$ cat src/rtl/sfx_scheduler_pkg.sv
// rtl/sfx_scheduler_pkg.sv - shared types and constants for the sound-effect scheduler
package sfx_scheduler_pkg;
  localparam int NUM_SFX   = 4;
  localparam int PERIOD_W  = 12;
  localparam int VOL_W     = 4;
  localparam int FRAMES_W  = 4;
  localparam int STEP_W    = 3;
  localparam int COOL_W    = 6;
  localparam int MAX_STEPS = 4;

  localparam logic [1:0] SFX_SHEEP    = 2'd0;
  localparam logic [1:0] SFX_SWORD    = 2'd1;
  localparam logic [1:0] SFX_HURT     = 2'd2;
  localparam logic [1:0] SFX_GAMEOVER = 2'd3;

  typedef enum logic [1:0] {ST_IDLE, ST_LOAD, ST_PLAY} state_e;

  typedef struct packed {
    logic [PERIOD_W-1:0] period;
    logic                noise;
    logic [VOL_W-1:0]    vol;
    logic [FRAMES_W-1:0] frames;
  } step_rec_t;

  // Highest set bit wins; game over outranks everything else.
  function automatic logic [1:0] top_pending(input logic [NUM_SFX-1:0] p);
    logic [1:0] w;
    w = 2'd0;
    for (int i = 0; i < NUM_SFX; i++) begin
      if (p[i]) w = 2'(i);
    end
    return w;
  endfunction
endpackage

$ cat src/rtl/sfx_scheduler_if.sv
// rtl/sfx_scheduler_if.sv - voice generator control bus
interface sfx_scheduler_if;
  import sfx_scheduler_pkg::*;

  logic                voice_en;
  logic                voice_noise;
  logic [PERIOD_W-1:0] voice_period;
  logic [VOL_W-1:0]    voice_vol;

  modport master (output voice_en, voice_noise, voice_period, voice_vol);
  modport slave  (input  voice_en, voice_noise, voice_period, voice_vol);
endinterface

$ cat src/rtl/sfx_scheduler_step_rom.sv
// rtl/sfx_scheduler_step_rom.sv - note program table, {id, step} -> step record
module sfx_scheduler_step_rom
  import sfx_scheduler_pkg::*;
(
  input  logic [1:0]        id_i,
  input  logic [STEP_W-1:0] step_i,
  output step_rec_t         rec_o
);
  // A zero frames field marks the end of a program.
  always_comb begin
    rec_o = '0;
    unique case (id_i)
      SFX_SHEEP: if (step_i == 3'd0) rec_o = '{12'd600, 1'b0, 4'd8, 4'd6};
      SFX_SWORD: if (step_i == 3'd0) rec_o = '{12'd0, 1'b1, 4'd10, 4'd3};
      SFX_HURT: begin
        if (step_i == 3'd0) rec_o = '{12'd200, 1'b0, 4'd12, 4'd4};
        if (step_i == 3'd1) rec_o = '{12'd300, 1'b0, 4'd12, 4'd4};
      end
      SFX_GAMEOVER: begin
        case (step_i)
          3'd0:    rec_o = '{12'd600, 1'b0, 4'd14, 4'd8};
          3'd1:    rec_o = '{12'd400, 1'b0, 4'd14, 4'd8};
          3'd2:    rec_o = '{12'd500, 1'b0, 4'd14, 4'd8};
          3'd3:    rec_o = '{12'd700, 1'b0, 4'd14, 4'd8};
          default: rec_o = '0;
        endcase
      end
      default: rec_o = '0;
    endcase
  end
endmodule

$ cat src/rtl/sfx_scheduler.sv
// rtl/sfx_scheduler.sv - event-driven effect sequencer driving one shared voice
module sfx_scheduler
  import sfx_scheduler_pkg::*;
#(
  parameter int COOLDOWN_FRAMES = 30
) (
  input  logic                 clk,
  input  logic                 reset,
  input  logic                 frame_tick,
  input  logic [NUM_SFX-1:0]   sfx_req,
  sfx_scheduler_if.master      voice,
  output logic                 busy,
  output logic [1:0]           active_id
);
  state_e              state_q;
  logic [NUM_SFX-1:0]  req_q, pending_q, pending_d, rise;
  logic [COOL_W-1:0]   cooldown_q [NUM_SFX];
  logic [COOL_W-1:0]   cooldown_d [NUM_SFX];
  logic [1:0]          id_q, active_id_q, winner;
  logic [STEP_W-1:0]   step_q;
  logic [FRAMES_W-1:0] frame_cnt_q, frames_q;
  logic                en_q, noise_q, start_load;
  logic [PERIOD_W-1:0] period_q;
  logic [VOL_W-1:0]    vol_q;
  step_rec_t           rec;

  sfx_scheduler_step_rom u_rom (.id_i(id_q), .step_i(step_q), .rec_o(rec));

  assign busy   = (state_q != ST_IDLE);
  assign rise   = sfx_req & ~req_q;
  assign winner = top_pending(pending_q);
  // Start a program from idle, or preempt a lower-priority one mid-play.
  assign start_load = (pending_q != '0) &&
                      ((state_q == ST_IDLE) || ((state_q == ST_PLAY) && (winner > id_q)));

  always_comb begin
    pending_d = pending_q;
    for (int i = 0; i < NUM_SFX; i++) begin
      cooldown_d[i] = cooldown_q[i];
      if (frame_tick && cooldown_q[i] != '0) cooldown_d[i] = cooldown_q[i] - 1'b1;
      if (rise[i] && cooldown_q[i] == '0 && !(busy && active_id_q == 2'(i))) pending_d[i] = 1'b1;
      if (start_load && winner == 2'(i)) begin
        pending_d[i]  = 1'b0;
        cooldown_d[i] = COOL_W'(COOLDOWN_FRAMES);
      end
    end
  end

  always_ff @(posedge clk) begin
    if (reset) begin
      state_q     <= ST_IDLE;
      req_q       <= '0;
      pending_q   <= '0;
      cooldown_q  <= '{default: '0};
      id_q        <= '0;
      active_id_q <= '0;
      step_q      <= '0;
      frame_cnt_q <= '0;
      frames_q    <= '0;
      en_q        <= 1'b0;
      noise_q     <= 1'b0;
      period_q    <= '0;
      vol_q       <= '0;
    end else begin
      req_q      <= sfx_req;
      pending_q  <= pending_d;
      cooldown_q <= cooldown_d;
      unique case (state_q)
        ST_IDLE: begin
          if (start_load) begin
            id_q    <= winner;
            step_q  <= '0;
            state_q <= ST_LOAD;
          end
        end
        ST_LOAD: begin
          if (rec.frames == '0 || step_q == STEP_W'(MAX_STEPS)) begin
            en_q        <= 1'b0;
            noise_q     <= 1'b0;
            period_q    <= '0;
            vol_q       <= '0;
            active_id_q <= '0;
            state_q     <= ST_IDLE;
          end else begin
            en_q        <= 1'b1;
            noise_q     <= rec.noise;
            period_q    <= rec.period;
            vol_q       <= rec.vol;
            frames_q    <= rec.frames;
            active_id_q <= id_q;
            frame_cnt_q <= '0;
            state_q     <= ST_PLAY;
          end
        end
        ST_PLAY: begin
          if (start_load) begin
            id_q    <= winner;
            step_q  <= '0;
            state_q <= ST_LOAD;
          end else if (frame_tick) begin
            if (frame_cnt_q == frames_q - 4'd1) begin
              step_q  <= step_q + 3'd1;
              state_q <= ST_LOAD;
            end else begin
              frame_cnt_q <= frame_cnt_q + 4'd1;
            end
          end
        end
        default: state_q <= ST_IDLE;
      endcase
    end
  end

  assign voice.voice_en     = en_q;
  assign voice.voice_noise  = noise_q;
  assign voice.voice_period = period_q;
  assign voice.voice_vol    = vol_q;
  assign active_id          = active_id_q;
endmodule

$ cat src/flat_wrapper.sv
// flat-port wrapper written by rule: the top's interface ports become plain ports
module sfx_scheduler_flat import sfx_scheduler_pkg::*;
#(
  parameter int COOLDOWN_FRAMES = 30
)
  (clk, reset, frame_tick, sfx_req, busy, active_id, voice_voice_en, voice_voice_noise, voice_voice_period, voice_voice_vol);
  sfx_scheduler_if voice_i ();
  input  logic clk;
  input  logic reset;
  input  logic frame_tick;
  input  logic [NUM_SFX-1:0] sfx_req;
  output logic busy;
  output logic [1:0] active_id;
  output wire logic [$bits(voice_i.voice_en)-1:0] voice_voice_en;
  output wire logic [$bits(voice_i.voice_noise)-1:0] voice_voice_noise;
  output wire logic [$bits(voice_i.voice_period)-1:0] voice_voice_period;
  output wire logic [$bits(voice_i.voice_vol)-1:0] voice_voice_vol;
  assign voice_voice_en = voice_i.voice_en;
  assign voice_voice_noise = voice_i.voice_noise;
  assign voice_voice_period = voice_i.voice_period;
  assign voice_voice_vol = voice_i.voice_vol;
  sfx_scheduler #(.COOLDOWN_FRAMES(COOLDOWN_FRAMES)) u_core (.clk(clk), .reset(reset), .frame_tick(frame_tick), .sfx_req(sfx_req), .voice(voice_i), .busy(busy), .active_id(active_id));
endmodule
$ cat config.mk
export PLATFORM = sky130hd
export DESIGN_NAME = sfx_scheduler_flat
export DESIGN_NICKNAME = d
export VERILOG_FILES = /design/src/rtl/sfx_scheduler_pkg.sv /design/src/rtl/sfx_scheduler_if.sv /design/src/rtl/sfx_scheduler_step_rom.sv /design/src/rtl/sfx_scheduler.sv /design/src/flat_wrapper.sv
export SDC_FILE = /design/constraint.sdc
export NUM_CORES = 1
export LEC_CHECK = 0
export ABC_AREA = 1
export CORE_ASPECT_RATIO = 1.75
export CORE_UTILIZATION = 35
export DETAILED_ROUTE_END_ITERATION = 8
export HOLD_SLACK_MARGIN = 0.12
export PLACE_DENSITY_LB_ADDON = 0.12
export SKIP_CTS_REPAIR_TIMING = 1
export SYNTH_ARGS = -nofsm -noshare
export SYNTH_HDL_FRONTEND = slang
export SYNTH_HIERARCHICAL = 1
export SYNTH_SLANG_ARGS = --single-unit
$ cat constraint.sdc
create_clock -name clk -period 3.1 [get_ports clk]
set_input_delay 0.62 -clock clk [delete_from_list [all_inputs] [get_ports clk]]
set_output_delay 0.62 -clock clk [all_outputs]
set_load 0.01 [all_outputs]
==> out/metrics.yaml <==
status: "finished, final reports clean"
drt_iter0_drc: 129
antenna_found_initial: 0
fill_cells: 1021
drv_cap: 0
vias: 2980
powerDensity_nw_per_um2: 1040
use_met2: 0.308
grt_pass1_vias: 2931
num-nets-final: 533
io_buffers: 27
path_clk_slew_ps: 50
peakVddDrop_uv: 460
grt_overflow_total: 0
cts_tree: "done"
finalSetupViolations: 0
hold_viol_final: 0
grt_first_pass_wirelength_mm: 13.1
fin_util: 0.431
numCtsBuffers: 9
top_usage_layer: "met2"
fmax_ghz: 0.481
grtUsageTotal: 0.162
worstPathArrival_ps: 2330
crit_path_end_kind: "flop"
tns_ps: 0
cp_max_fo: 20
fp.dieW_um: 76.7
synth_cell_types: 27
cp.required_ps: 3360
grt_use_met3: 0.0331
fp.coreArea_um2: 9470
synth.avg_cell_area_um2: 7.05
critPathKind: "reg -> reg"
drc: 0
hold_slack_ps: 463
cts_max_level: 3
min_path_type: "reg -> reg"
drv_slew: 0
post_drt_wl_per_cell_um: 11.7
use_met1: 0.168
dp_slack_ps: 980
insertion_delay_ps: 330
layout_setup_ws_ps: 1020
num_rows: 47
tightest_slew_ps: 555
layout_min_cycle_time_ps: 2080
cp_common_cell: "nand2_1"
ioPinCount: 28
start_util: 0.361
die-area_um2: 10200
p_leak_nw: 1.75
fin_crit_sh: 0.671
cts_sinks: 67
path_cells: "nor2_2 -> nand2_1 -> nor2_1 -> nor2_1 -> nand2_1 -> nand2_1 -> inv_1 -> nand2_1 -> a21oi_1"
dieHeight_um: 133
rsz0062_at_grt: "no"
skew_ps: 5.23
startpoint_type: "flop"
syn_to_final_growth_pct: 19.2
cts_buffer_depth: 2
multiInputGateArea_um2: 1740
worst_path_largest_cell_delay_ps: 500
synth-seq-area-share: 0.392
slew_headroom: 0.630
root_buffer: "clkbuf_16"
grt_max_degree: 26
ys_ff_latch: 67
ant_nets: 0
netlist_instances: 485
gp_congestion: 0.797
yosys_warnings: 6
dr.pass1.iters: 4
cp_slowest_cell: "inv_1"
register_area_um2: 1340
drive_gt1_frac: 0.0833
drt-total-wl_mm: 7.49
vias_per_cell: 4.67
dp_hpwl_mm: 5.51
diodes: 0
syn_area_um2: 3420
registers in the layout, summed over array words and instances (netlist names), 3 cells and up:
register / count
u_core/cooldown_q: 24
u_core/frame_cnt_q: 4
u_core/frames_q: 4
u_core/pending_q: 4
u_core/req_q: 4
u_core/step_q: 3
u_core/voice.voice_period: 12
u_core/voice.voice_vol: 4
Yosys cell counts:
master / number / area, um^2
conb_1: 1 / 3.75
xnor2_1: 3 / 26.3
nand2_2: 7 / 43.8
nand3_2: 3 / 30.0
nand2_1: 116 / 435
buf_4: 7 / 52.6
a21oi_4: 1 / 16.3
dfxtp_1: 67 / 1340
nor2_1: 45 / 169
nand4_1: 8 / 50.1
inv_1: 63 / 236
buf_2: 3 / 15.0
nor3_2: 1 / 10.0
nor3_1: 9 / 45.0
ha_1: 14 / 175
a21oi_1: 53 / 265
inv_2: 6 / 22.5
a21oi_2: 1 / 8.76
nand3_1: 28 / 140
o21ai_0: 12 / 60.1
nor2_4: 2 / 22.5
xor2_1: 17 / 149
nand2_4: 2 / 22.5
clkbuf_1: 8 / 30.0
o21ai_1: 4 / 20.0
nand3b_2: 1 / 11.3
nor2_2: 3 / 18.8
per-layer routing:
layer,routed length (um),up-vias
met2,4140,32
met5,0,-
met1,3060,1371
met4,119,0
met3,169,10
li1,-,1567
final timing paths:
path                                                endpoint  depth (start not counted)                          from  slack [ps]
worst max register to register     u_core/voice.voice_vol[1]                          9              u_core/step_q[1]        1020
worst max-delay path               u_core/voice.voice_vol[1]                          9              u_core/step_q[1]        1020
worst min register to register  u_core/voice.voice_period[8]                          2  u_core/voice.voice_period[8]         460
worst min-delay path            u_core/voice.voice_period[8]                          2  u_core/voice.voice_period[8]         460
cell families (layout without fill, tap and decap cells):
logic type                 count (synthesis)  after routing  synth area share
and+or+nand+nor                          225            225             0.292
buffers and inverters                     87            114             0.104
AOI/OAI and AO/OA                         71             71             0.108
DFF                                       67             67             0.392
xor gates and xnor gates                  20             20            0.0512
adders and majority gates                 14             14            0.0512
other                                      1              5           0.00110
layout by cell type (no fill, tap or decap), types with 2 or more instances in the layout:
cell type / netlist / final
nand3_1: 28 / 28
nor2_4: 2 / 2
xor2_1: 17 / 17
a21oi_1: 53 / 53
xnor2_1: 3 / 3
nor3_1: 9 / 9
clkbuf_1: 8 / 2
conb_1: 1 / 5
nor2_1: 45 / 45
nor2_2: 3 / 3
o21ai_0: 12 / 12
dfxtp_1: 67 / 67
clkbuf_8: 0 / 2
buf_4: 7 / 3
inv_2: 6 / 6
nand2_1: 116 / 116
ha_1: 14 / 14
clkbuf_16: 0 / 9
o21ai_1: 4 / 4
inv_1: 63 / 63
nand2_2: 7 / 7
nand3_2: 3 / 3
nand4_1: 8 / 8
clkdlybuf4s50_1: 0 / 27
nand2_4: 2 / 2
through the flow:
step / cell area [um^2] / power [mW] / instances
after floorplan: 3440 / 2.81 / 489
after global placement: 3780 / 3.26 / 623
after detailed placement: 3780 / 3.28 / 623
after CTS: 4080 / 4.32 / 638
after global routing: 4080 / 4.67 / 638
final: 4080 / 4.26 / 638
area by class of cell:
| type | count | share of cell area |
|---|---|---|
| Inverter | 69 | 0.0635 |
| Clock buffer | 13 | 0.0638 |
| Timing Repair Buffer | 30 | 0.0718 |
| Clock inverter | 2 | 0.00859 |
| Tap cell | 122 | 0.0374 |
| Sequential cell | 67 | 0.329 |
| Multi-Input combinational cell | 335 | 0.426 |
power breakdown:
group	leakage, nW	switching (mW)	internal (mW)
clock network	0.146	0.354	0.661
registers	0.549	0.209	1.11
logic	1.06	1.19	0.727
total	1.75	1.75	2.50
worst max-delay path: cells and delay by family (launching register included):
kind	cells	cell delay (ps)
simple gates	7	980
buf+inv	1	500
compound gates	1	150
flops	1	370
Power figures use the tool's default switching activity.
